<file path="src/rtl/core101_pkg.sv">
// Core101 fetch-stage shared types and defaults.
// Next-PC source encoding and address width/vector defaults.
package core101_pkg;

  localparam int          XLEN_DEF         = 32;
  localparam logic [31:0] RESET_VECTOR_DEF = 32'h0000_0000;
  localparam logic [31:0] TRAP_VECTOR_DEF  = 32'h0000_0004;
  localparam int          RAS_DEPTH_DEF    = 4;
  localparam int          PC_INC           = 4;

  typedef enum logic [1:0] {
    PC_SRC_INC,
    PC_SRC_PRED,
    PC_SRC_RAS,
    PC_SRC_CORR
  } pc_src_e;

  function automatic logic addr_misaligned(input logic [1:0] lsb);
    return lsb != 2'b00;
  endfunction

endpackage

</file>
<file path="src/rtl/pc_gen_ras.sv">
// Circular return-address stack; top entry sits at ptr-1.
// A full push overwrites the oldest entry; push+pop replaces the top.
module pc_gen_ras
  import core101_pkg::*;
#(
  parameter int RAS_DEPTH = RAS_DEPTH_DEF,
  parameter int XLEN      = XLEN_DEF
) (
  input  logic            clk_i,
  input  logic            rst_ni,
  input  logic            push_i,
  input  logic            pop_i,
  input  logic [XLEN-1:0] push_data_i,
  output logic [XLEN-1:0] top_o,
  output logic            empty_o
);

  localparam int PW = (RAS_DEPTH > 1) ? $clog2(RAS_DEPTH) : 1;
  localparam int CW = $clog2(RAS_DEPTH + 1);

  logic [XLEN-1:0] mem_q [RAS_DEPTH];
  logic [PW-1:0]   ptr_q;
  logic [PW-1:0]   ptr_d;
  logic [PW-1:0]   top_idx;
  logic [PW-1:0]   wr_idx;
  logic [CW-1:0]   cnt_q;
  logic [CW-1:0]   cnt_d;
  logic            wr_en;
  logic            empty;

  assign top_idx = ptr_q - PW'(1);
  assign empty   = (cnt_q == '0);
  assign empty_o = empty;
  assign top_o   = mem_q[top_idx];

  // Pointer/count update and write slot for push, pop or replace.
  always_comb begin
    ptr_d  = ptr_q;
    cnt_d  = cnt_q;
    wr_en  = 1'b0;
    wr_idx = ptr_q;
    if (push_i && pop_i && !empty) begin
      wr_en  = 1'b1;
      wr_idx = top_idx;
    end else if (push_i) begin
      wr_en = 1'b1;
      ptr_d = ptr_q + PW'(1);
      if (cnt_q != CW'(RAS_DEPTH)) begin
        cnt_d = cnt_q + CW'(1);
      end
    end else if (pop_i && !empty) begin
      ptr_d = top_idx;
      cnt_d = cnt_q - CW'(1);
    end
  end

  // Stack pointer and occupancy registers.
  always_ff @(posedge clk_i or negedge rst_ni) begin
    if (!rst_ni) begin
      ptr_q <= '0;
      cnt_q <= '0;
    end else begin
      ptr_q <= ptr_d;
      cnt_q <= cnt_d;
    end
  end

  // Entry storage; cleared on reset so top_o is never X.
  always_ff @(posedge clk_i or negedge rst_ni) begin
    if (!rst_ni) begin
      for (int i = 0; i < RAS_DEPTH; i++) begin
        mem_q[i] <= '0;
      end
    end else if (wr_en) begin
      mem_q[wr_idx] <= push_data_i;
    end
  end

endmodule

</file>
<file path="src/rtl/pc_gen.sv">
// Core101 fetch PC generator: correction > RAS > prediction > PC+4.
// Define CORE101_PC_MISALIGN_EN to trap misaligned targets to TRAP_VECTOR.
module pc_gen
  import core101_pkg::*;
#(
  parameter int            XLEN         = XLEN_DEF,
  parameter logic [XLEN-1:0] RESET_VECTOR = XLEN'(RESET_VECTOR_DEF),
  parameter logic [XLEN-1:0] TRAP_VECTOR  = XLEN'(TRAP_VECTOR_DEF),
  parameter int            RAS_DEPTH    = RAS_DEPTH_DEF
) (
  input  logic            clock_in,
  input  logic            reset_n_in,
  input  logic            pc_gen_stall_in,
  input  logic            pc_gen_correction_en_in,
  input  logic [XLEN-1:0] pc_gen_correction_in,
  input  logic            pc_gen_prediction_en_in,
  input  logic [XLEN-1:0] pc_gen_prediction_in,
  input  logic            pc_gen_call_in,
  input  logic            pc_gen_ret_in,
  output logic [XLEN-1:0] pc_gen_addr_out,
  output logic            pc_gen_valid_out,
  output logic            pc_gen_pred_out,
  output logic            pc_gen_ras_empty_out,
  output logic            pc_gen_misalign_out
);

  logic [XLEN-1:0] addr_q;
  logic [XLEN-1:0] addr_d;
  logic            valid_q;
  logic            pred_q;
  logic            pred_d;
  logic            mis_q;
  logic            mis_d;

  logic [XLEN-1:0] pc_inc;
  logic [XLEN-1:0] raw_tgt;
  logic [XLEN-1:0] tgt;
  logic [XLEN-1:0] ras_top;
  logic            ras_empty;
  logic            redirect;
  logic            advance;
  logic            push;
  logic            pop;
  logic            mis;
  pc_src_e         src;

  assign pc_inc   = addr_q + XLEN'(PC_INC);
  assign redirect = valid_q && pc_gen_correction_en_in;
  assign advance  = valid_q && !pc_gen_correction_en_in
                  && !pc_gen_stall_in;
  assign push     = advance && pc_gen_call_in;
  assign pop      = advance && pc_gen_ret_in && !ras_empty;

  pc_gen_ras #(
    .RAS_DEPTH (RAS_DEPTH),
    .XLEN      (XLEN)
  ) u_ras (
    .clk_i       (clock_in),
    .rst_ni      (reset_n_in),
    .push_i      (push),
    .pop_i       (pop),
    .push_data_i (pc_inc),
    .top_o       (ras_top),
    .empty_o     (ras_empty)
  );

  // Pick the next-PC source by priority.
  always_comb begin
    src = PC_SRC_INC;
    unique case (1'b1)
      redirect: src = PC_SRC_CORR;
      pop:      src = PC_SRC_RAS;
      advance && pc_gen_prediction_en_in:
                src = PC_SRC_PRED;
      default:  src = PC_SRC_INC;
    endcase
  end

  // Source mux, then alignment handling of redirected targets.
  always_comb begin
    raw_tgt = pc_inc;
    unique case (src)
      PC_SRC_CORR: raw_tgt = pc_gen_correction_in;
      PC_SRC_RAS:  raw_tgt = ras_top;
      PC_SRC_PRED: raw_tgt = pc_gen_prediction_in;
      default:     raw_tgt = pc_inc;
    endcase
`ifdef CORE101_PC_MISALIGN_EN
    tgt = raw_tgt;
    mis = (src != PC_SRC_INC) && addr_misaligned(raw_tgt[1:0]);
`else
    tgt = raw_tgt & ~XLEN'(3);
    mis = 1'b0;
`endif
  end

  // Next-state for PC and status flags.
  always_comb begin
    addr_d = addr_q;
    pred_d = pred_q;
    mis_d  = 1'b0;
    if (redirect || advance) begin
      if (mis) begin
        addr_d = TRAP_VECTOR;
        pred_d = 1'b0;
        mis_d  = 1'b1;
      end else begin
        addr_d = tgt;
        pred_d = (src == PC_SRC_RAS) || (src == PC_SRC_PRED);
      end
    end
  end

  // PC register; the first edge after reset only raises valid.
  always_ff @(posedge clock_in or negedge reset_n_in) begin
    if (!reset_n_in) begin
      addr_q  <= RESET_VECTOR;
      valid_q <= 1'b0;
      pred_q  <= 1'b0;
      mis_q   <= 1'b0;
    end else begin
      addr_q  <= addr_d;
      valid_q <= 1'b1;
      pred_q  <= pred_d;
      mis_q   <= mis_d;
    end
  end

  assign pc_gen_addr_out      = addr_q;
  assign pc_gen_valid_out     = valid_q;
  assign pc_gen_pred_out      = pred_q;
  assign pc_gen_ras_empty_out = ras_empty;
  assign pc_gen_misalign_out  = mis_q;

endmodule
</file>
<file path="config.mk">
export PLATFORM = sky130hd
export DESIGN_NAME = pc_gen
export DESIGN_NICKNAME = d
export VERILOG_FILES = /design/src/rtl/core101_pkg.sv /design/src/rtl/pc_gen_ras.sv /design/src/rtl/pc_gen.sv
export SDC_FILE = /design/constraint.sdc
export NUM_CORES = 1
export LEC_CHECK = 0
export CELL_PAD_IN_SITES_DETAIL_PLACEMENT = 1
export CELL_PAD_IN_SITES_GLOBAL_PLACEMENT = 1
export CORE_UTILIZATION = 30
export DETAILED_ROUTE_END_ITERATION = 10
export GPL_ROUTABILITY_DRIVEN = 0
export HOLD_SLACK_MARGIN = 0.12
export PLACE_DENSITY_LB_ADDON = 0.3
export SLEW_MARGIN = 20
export SYNTH_ARGS = -nofsm -noshare
export SYNTH_HDL_FRONTEND = slang
export SYNTH_SLANG_ARGS = --single-unit
</file>
<file path="constraint.sdc">
create_clock -name clock_in -period 2.9 [get_ports clock_in]
set_input_delay 0.725 -clock clock_in [delete_from_list [all_inputs] [get_ports clock_in]]
set_output_delay 0.725 -clock clock_in [all_outputs]
set_load 0.03 [all_outputs]
</file>
After elaboration in Yosys (flattened, before gate mapping):

Cells that the tools add are included.
W data, S select, Z words.

* magnitude comparators: 3
* add/subtract/negate cells: 5
* multiplexer cells: 16
* bitwise operators: 3
* equality and inequality tests: 5
* reduce and logical (&&, ||, !) cells: 20

Operators with widths (number)
* $bwmux W128: 1
* $mux W32: 3
* $pmux W32 S3: 1
* $bmux W32 S2: 1
* $demux W32 S2: 1
* $add A32 B3 Y32 const B: 1
* $logic_and A1 B1 Y1: 11
* $mux W3: 3
* $ge A3 B3 Y1 const B: 2
* $mux W2: 3
* $not A2 Y3: 2
* $pmux W2 S3: 1
* $eq A2 B2 Y1 const B: 2
* $add A3 B1 Y3 const B: 1
* $logic_not A1 Y1: 3
* $logic_not A3 Y1: 1
* $lt A3 B1 Y1 const B: 1
* $ne A3 B3 Y1 const B: 1
* $reduce_and A3 Y1: 1
* $sub A3 B1 Y3 const B: 1
* $add A2 B1 Y2 const B: 1
* $eq A2 B1 Y1 const B: 1
* $logic_or A1 B1 Y1: 2
* $mux W1: 2
* 5 further kinds: 5

* bits in registers: 165
* logic and storage cells: 61
* bits of input ports: 71
* output and inout bits: 36

Logic depth before layout (Yosys ltp):

Gate-level depths: netlist of the first run.

* depth after elaboration: 14
* gate-level depth with buffers: 10
* depth with buffers taken out: 9

By module:

A second synthesis of the first run with hierarchy kept.

* cell total of the unflattened synthesis: 692
* area total of the unflattened synthesis: 8712.1 um^2

Modules (own cells, without submodules)
* pc_gen_ras: seq. area each 3328.2 um^2, area an instance 5964.5 um^2, cells an instance 361, times used 1
* pc_gen: seq. area each 800.8 um^2, area an instance 2747.6 um^2, cells an instance 331, times used 1

Worst setup path after synthesis of the first run:

OpenSTA, ideal clock, no wires.

* path kind: reg-to-reg
* from: reg u_ras.cnt_q[0]
* to: reg addr_q[29] (netlist: pc_gen_addr_out[29])
* library setup time: 0.119 ns
* arrival: 2.639 ns
* required time: 2.781 ns
* buffers on the path: 3
* slack: 0.142 ns
* cell stages (with the launch flop): 11
* clock period less this slack: 2.758 ns
* path through: dfrtp_1 o31ai_2 nor2_1 o21ai_0 ha_1 clkbuf_1 o211a_1 clkbuf_1 clkbuf_1 a31oi_1 o21a_1

* longest elaborated chain between the ends: 6
* elaborated cells between the ends (all ways): 8
* those cells by class: eq/ne: 3; mux: 2; reduce/logical: 3

Ends and longest elaborated chain
* from (decl): RTL line pc_gen_ras.sv:26 `logic [CW-1:0] cnt_q;`
* from (signal assigned): RTL line pc_gen_ras.sv:64 `cnt_q <= cnt_d;`
* $logic_not A3 Y1 (*): RTL line pc_gen_ras.sv:32 `assign empty = (cnt_q == '0);`
* $logic_not A1 Y1 (*): RTL line pc_gen.sv:52 `assign pop = advance && pc_gen_ret_in && !ras_empty;`
* $logic_and A1 B1 Y1 (*): RTL line pc_gen.sv:52
* $pmux W2 S3 (*): RTL line pc_gen.sv:70 `unique case (1'b1)`
* $eq A2 B1 Y1 / $eq A2 B2 Y1 (equally long branches): RTL line pc_gen.sv:82 `unique case (src)`
* $pmux W32 S3 (*): RTL line pc_gen.sv:82
* to (signal assigned): RTL line pc_gen.sv:122 `addr_q <= addr_d;`
* to (decl): RTL line pc_gen.sv:27 `logic [XLEN-1:0] addr_q;`

Every way passes the cells marked *; elsewhere a longest branch is shown, timed or not.
A chain may end at the register's enable or synchronous reset.

Worst setup path in the final report of the first run:

* from: in pc_gen_ret_in
* to: reg addr_q[19] (netlist: pc_gen_addr_out[19])

* longest elaborated chain between the ends: 5
* elaborated cells between the ends (all ways): 7
* those cells by class: eq/ne: 3; mux: 2; reduce/logical: 2

Ends and longest elaborated chain
* from (decl): RTL line pc_gen.sv:19 `input logic pc_gen_ret_in,`
* $logic_and A1 B1 Y1 (*) (2 in a row): RTL line pc_gen.sv:52
* $pmux W2 S3 (*): RTL line pc_gen.sv:70
* $eq A2 B1 Y1 / $eq A2 B2 Y1 (equally long branches): RTL line pc_gen.sv:82
* $pmux W32 S3 (*): RTL line pc_gen.sv:82

Marks and branches as above.

==> impl_metrics.json, run 1 <==
{
  "cts_root_buffer": "clkbuf_16",
  "postCtsSetupRepairBufs": 0,
  "max_stage_delay_ns": 0.43,
  "seq_area_frac_synth": 0.492,
  "coreArea_sq_um": 26100,
  "ys.flop_type": "dfrtp_1",
  "num_rows": 59,
  "nFillCells": 2880,
  "final_hold_viol_count": 0,
  "grt_setup_unrepaired": "no",
  "initial_utilization": 0.306,
  "hold_path.class": "in2async",
  "ant_nets": 0,
  "tightest_slew_ns": 0.830,
  "viasPerCell": 5.27,
  "postPlaceCellArea_sq_um": 9770,
  "ys_ff_latch": 157,
  "crit_required_ns": 3.22,
  "grt_max_degree": 59,
  "synth_top_family_by_area": "compound AO/OA/AOI/OAI gates",
  "dpl.hpwl_um": 17700,
  "drc_errors": 0,
  "post-route-min-period_ns": 2.65,
  "met1_usage": 0.278,
  "first_global_vias": 6772,
  "finalSetupViolations": 0,
  "clkSlewWorstSetupHoldPaths_ns": 0.06,
  "die_w_um": 165,
  "crit_type": "in2reg",
  "p_int_mw": 5.89,
  "top_usage_layer": "met2",
  "max_cap_viol_count": 0,
  "io_pins": 107,
  "hold_ws_ns": 0.232,
  "max_slew_margin": 0.447,
  "fin_nets": 976,
  "synthToLayoutAreaGrowth_pct": 29.9,
  "clock_sinks": 157,
  "critPathLaunchType": "input pin",
  "synth_cells": 787,
  "port_buffers": 99,
  "worstPathArrival_ns": 2.98,
  "clk_path_buf_depth": 2,
  "cts_tree": "yes",
  "die_h_um": 165,
  "vias": 6570,
  "cts_resized": 0,
  "seqPwrFrac": 0.416,
  "diodes": 0,
  "synth_edf_count": 0,
  "grt_overflow": 0,
  "htreeDepth": 4,
  "met2_usage": 0.315,
  "synth_compound_area_frac": 0.187,
  "p_sw_mw": 3.22,
  "synth_area_sq_um": 7980,
  "met3_usage": 0.0400,
  "drt_iter0_drc": 311,
  "pwr_density_cell_nw_per_um2": 879,
  "fin_area_sq_um": 10400,
  "die-area_sq_um": 27300,
  "synth-xor-area-share": 0.0373,
  "synthAdderAreaFrac": 0.0103,
  "yosys-top-cells-area": "dfrtp_1, mux4_2, o21ai_0",
  "clock_latency_ns": 0.44,
  "vdd_drop_max_v": 0.000315,
  "slowest_stage": "clkdlybuf4s50_1",
  "leakage_nw": 4.32,
  "cp_cell_sequence": "clkdlybuf4s50_1, o31ai_2, nor2_1, o21ai_0, inv_1, ha_1, buf_12, a22o_1, a211oi_1, a31oi_1, o21a_1",
  "synth_top_area_cell": "dfrtp_1",
  "p_comb_frac": 0.331,
  "routedWlPerCell_um": 20.5,
  "wirelength_um": 25500,
  "pwr-share-clk": 0.252,
  "synth-simple-area-share": 0.135,
  "drv_slew": 0,
  "netlist.area_leader.share": 0.492,
  "swShare": 0.353,
  "fmaxAchievable_ghz": 0.377,
  "min_period_over_period": 0.915,
  "antenna_found_initial": 0,
  "cts_hold_buf": 0,
  "synth.avg_cell_area_sq_um": 10.1,
  "grt_usage": 0.198,
  "skew_ns": 0.0106,
  "crit_fanout": 24,
  "outcome": "finished clean",
  "yosys_warnings": 0,
  "numCtsBuffers": 17,
  "synth_mux_area_frac": 0.0986,
  "first_pass_iters": 5,
  "synthDistinctLibCells": 59,
  "end_kind": "flop",
  "finalSetupTns_ns": 0,
  "drive_gt1_frac": 0.163,
  "async_reset_ff_frac": 1.00,
  "grt_pass1_wl_um": 40000
}
## sequential cells by signal (all words and copies together) (netlist names)
name,cells
u_ras.ptr_q,2
pc_gen_valid_out,1
u_ras.cnt_q,3
pc_gen_addr_out,30
u_ras.mem_q,120
pc_gen_pred_out,1
## per-layer routing
layer	up-vias	routed length, um
li1	3076	-
met1	3364	12300
met2	116	12100
met3	14	951
met4	0	184
met5	-	0
## worst max-delay path, delay by kind of cell
kind,cells,cell delay (ns)
AO/OA/AOI/OAI,6,1.15
buffers and inverters,3,0.74
adder cells (fa/ha/maj),1,0.26
AND/OR/NAND/NOR,1,0.08
## synthesized netlist by cell type (11+ instances only)
| cell type | count |
|---|---|
| xor2_1 | 15 |
| clkbuf_1 | 49 |
| nand4_1 | 14 |
| dfrtp_1 | 157 |
| a221oi_1 | 16 |
| nand2_1 | 152 |
| a221o_1 | 13 |
| a211oi_1 | 11 |
| o21ai_0 | 123 |
| nor2_1 | 21 |
| a21oi_1 | 32 |
| xnor2_1 | 19 |
| mux4_2 | 30 |
| nand3_1 | 12 |
## logic make-up (layout without fill, tap and decap cells)
group,Yosys count,after routing
compound gates,238,238
simple gates,236,236
flops,157,157
buf+inv,74,197
mux,40,40
xor+xnor,34,34
fa+ha+maj,6,6
other cells,2,4
## layout by cell type, fill, tap and decap left out, types with 4 or more instances in the layout
master and n:
a211oi_1 11, a21o_1 4, a21oi_1 32, a221o_1 13
a221oi_1 16, a22o_1 4, a311oi_1 5, and3_1 5
buf_12 15, buf_4 41, clkbuf_16 17, clkbuf_8 4
clkdlybuf4s50_1 98, clkinv_2 4, conb_1 4, dfrtp_1 156
ha_1 5, inv_1 10, mux2_2 9, mux4_2 30
nand2_1 152, nand3_1 11, nand4_1 14, nor2_1 21
nor3_1 7, o21a_1 5, o21ai_0 120, o21ai_1 4
o221a_2 5, xnor2_1 19, xor2_1 15
## through the flow
step                std cells  total power, mW  setup slack (ns)   util
floorplan                 789             5.61             0.142      -
global route             1247             9.67             0.121  0.398
finish                   1247             9.11             0.246  0.398
detailed placement       1215             6.86            -0.194  0.375
CTS                      1247             9.18             0.259  0.398
global placement         1215             6.73            -0.132  0.375
## power by group through the flow
| stage | logic, mW | registers, mW | clock network, mW |
|---|---|---|---|
| finish | 3.02 | 3.79 | 2.30 |
| floorplan | 1.91 | 3.70 | 0 |
| detailed placement | 3.03 | 3.83 | 0 |
| global route | 3.33 | 3.92 | 2.43 |
| global placement | 2.95 | 3.78 | 0 |
| CTS | 3.05 | 3.79 | 2.34 |
## area by class of cell
cell class                 instances  area, sq um  area share
sequential                       157         3930       0.379
multi-input combinational        558         3790       0.365
tap                              335          419      0.0404
clock inverter                    10          113      0.0109
clock buffer                      22          484      0.0467
inverter                          10         37.5     0.00362
timing repair buffer             155         1600       0.154
## path summary, 6_finish.rpt
kind	slack (ns)	depth (start not counted)	start	endpoint
min reg2reg	0.48	2	u_ras.mem_q[74]	u_ras.mem_q[74]
max	0.25	11	pc_gen_ret_in	pc_gen_addr_out[19]
max reg2reg	0.32	10	u_ras.cnt_q[0]	pc_gen_addr_out[19]
min	0.23	1	reset_n_in	u_ras.mem_q[86]
min in group clock_in	0.48	2	u_ras.mem_q[74]	u_ras.mem_q[74]
max in group asynchronous	1.99	2	reset_n_in	u_ras.mem_q[88]
Note: power is estimated with default switching activity, not from simulation.
==> inputs of run 2 (changes only) <==
clock period = 2.3 ns   (was 2.9 ns; I/O delays follow)
==> impl_metrics.json, run 2 (synthesis results as in run 1) <==
{
  "htreeDepth": 4,
  "layout_common_cells": "dfrtp_1, nand2_1, o21ai_0, buf_4, clkdlybuf4s50_1",
  "clk_path_buf_depth": 2,
  "leakage_nw": 4.72,
  "max_slew_margin": 0.655,
  "wirelength_um": 27000,
  "die-area_sq_um": 27300,
  "clock_latency_ns": 0.43,
  "clkSlewWorstSetupHoldPaths_ns": 0.06,
  "coreArea_sq_um": 26100,
  "regToRegEndpoint": "pc_gen_addr_out[4]",
  "routedWlPerCell_um": 20.8,
  "dpl.hpwl_um": 19300,
  "grt_overflow": 0,
  "max_stage_delay_ns": 0.53,
  "regMostFlops": "u_ras.mem_q",
  "crit_required_ns": 2.61,
  "hold_path.class": "reg2reg",
  "cp_cell_sequence": "clkdlybuf4s50_1, nor2b_4, o21a_1, buf_4, ha_2, a222oi_1, o22ai_1, a22o_1",
  "port_buffers": 99,
  "post-place-ws_ns": -0.554,
  "drc_errors": 0,
  "ant_nets": 0,
  "die_h_um": 165,
  "max_cap_viol_count": 0,
  "cts_tree": "yes",
  "fin_nets": 1029,
  "synthToLayoutAreaGrowth_pct": 38.4,
  "crit_fanout": 4,
  "final_hold_viol_count": 0,
  "timing.rr.start": "u_ras.cnt_q[2]",
  "grt_setup_unrepaired": "yes",
  "grt_max_degree": 41,
  "end_kind": "flop",
  "initial_utilization": 0.306,
  "vias": 6808,
  "first_global_vias": 7034,
  "startpoint": "pc_gen_prediction_en_in",
  "io_pins": 107,
  "crit_type": "in2reg",
  "multi_input_area_sq_um": 3980,
  "drt_iter0_drc": 418,
  "crit_path_end": "pc_gen_addr_out[4]",
  "final_common_cell": "dfrtp_1",
  "viasPerCell": 5.24,
  "nFillCells": 2851,
  "diodes": 0,
  "drv_slew": 0,
  "reg2reg_depth": 8,
  "first_pass_iters": 6,
  "stdcell_count": 1300,
  "vdd_drop_max_v": 0.000540,
  "drive_gt1_frac": 0.242,
  "slowest_stage": "a222oi_1",
  "clock_sinks": 157,
  "setup_ws_ns": 0.00983,
  "cts_root_buffer": "clkbuf_16",
  "r2r_setup_slack_ns": 0.05,
  "postPlaceCellArea_sq_um": 10100,
  "pwr_density_cell_nw_per_um2": 1090,
  "final_util": 0.424,
  "num_rows": 59,
  "grt_usage": 0.203,
  "skew_ns": 0.00842,
  "largest_reg_flops": 120,
  "die_w_um": 165,
  "seqCellArea_sq_um": 3930,
  "post-route-min-period_ns": 2.29,
  "antenna_found_initial": 0,
  "worstPathArrival_ns": 2.60,
  "finalSetupViolations": 0,
  "numCtsBuffers": 17,
  "outcome": "finished clean",
  "tightest_slew_ns": 0.518,
  "grt_pass1_wl_um": 41400,
  "fin_area_sq_um": 11100,
  "critPathLaunchType": "input pin",
  "min_period_over_period": 0.996,
  "place_inst": 1262,
  "fmaxAchievable_ghz": 0.437
}
[run 2: cell count changes in the layout (fill, tap and decap cells not counted), sizes merged]
cell / change
buf: +51
bufinv: +2
clkdlybuf4s50: -11
clkinv: -4
clkinvlp: +2
dlygate4sd2: +4
dlygate4sd3: +1
dlymetal6s2s: +6
inv: +2
[run 2: routing by layer]
layer / track usage / vias to the layer above / share of wire
li1: - / 3179 / -
met1: 0.285 / 3461 / 0.47
met2: 0.330 / 140 / 0.48
met3: 0.0317 / 28 / 0.036
met4: 0.0455 / 0 / 0.012
met5: 0 / - / 0
[run 2: worst min path at each step]
stage	startpoint	to	cells past startpoint
finish	u_ras.mem_q[9]	u_ras.mem_q[9]	2
global route	u_ras.mem_q[41]	u_ras.mem_q[41]	2
CTS	u_ras.mem_q[41]	u_ras.mem_q[41]	2
detailed placement	u_ras.mem_q[76]	u_ras.mem_q[76]	2
global placement	u_ras.mem_q[26]	u_ras.mem_q[26]	2
floorplan	reset_n_in	pc_gen_addr_out[10]	0
[run 2: area by class of cell]
class                           instances  share of cell area
Tap cell                              335              0.0379
Clock inverter                         12              0.0168
Timing Repair Buffer                  208               0.185
Inverter                               10             0.00340
Sequential cell                       157               0.356
Multi-Input combinational cell        558               0.360
Clock buffer                           20              0.0413
[run 2: repair_timing]
action	in CTS	in global routing
gates cloned	0	2
endpoints found under the hold margin	36	0
setup buffers	1	2
pin swaps	4	10
hold buffers	1	0
endpoints found under the setup margin	13	36
resized for setup	9	45
[run 2: critical path: cells and delay by family]
kind	cells	cell delay [ns]
compound gates	4	1.13
fa+ha+maj	1	0.20
buf+inv	2	0.56
simple gates	1	0.12
[run 2: power breakdown]
part	total, mW	switching, mW	leakage [nW]	internal, mW
combinational	4.37	2.24	2.42	2.13
clock	3.09	1.20	0.299	1.89
sequential	4.60	0.769	2.00	3.83
[run 2: stage by stage]
step | power, mW | setup TNS (ns) | hold WS [ns]
6_report | 12.1 | 0 | 0.474
5_1_grt | 12.8 | -0.166 | 0.493
4_1_cts | 12.0 | 0 | 0.484
3_5_place_dp | 8.93 | -24.29 | 0.470
3_3_place_gp | 8.76 | -21.09 | 0.457
2_1_floorplan | 7.09 | 0 | 0.279
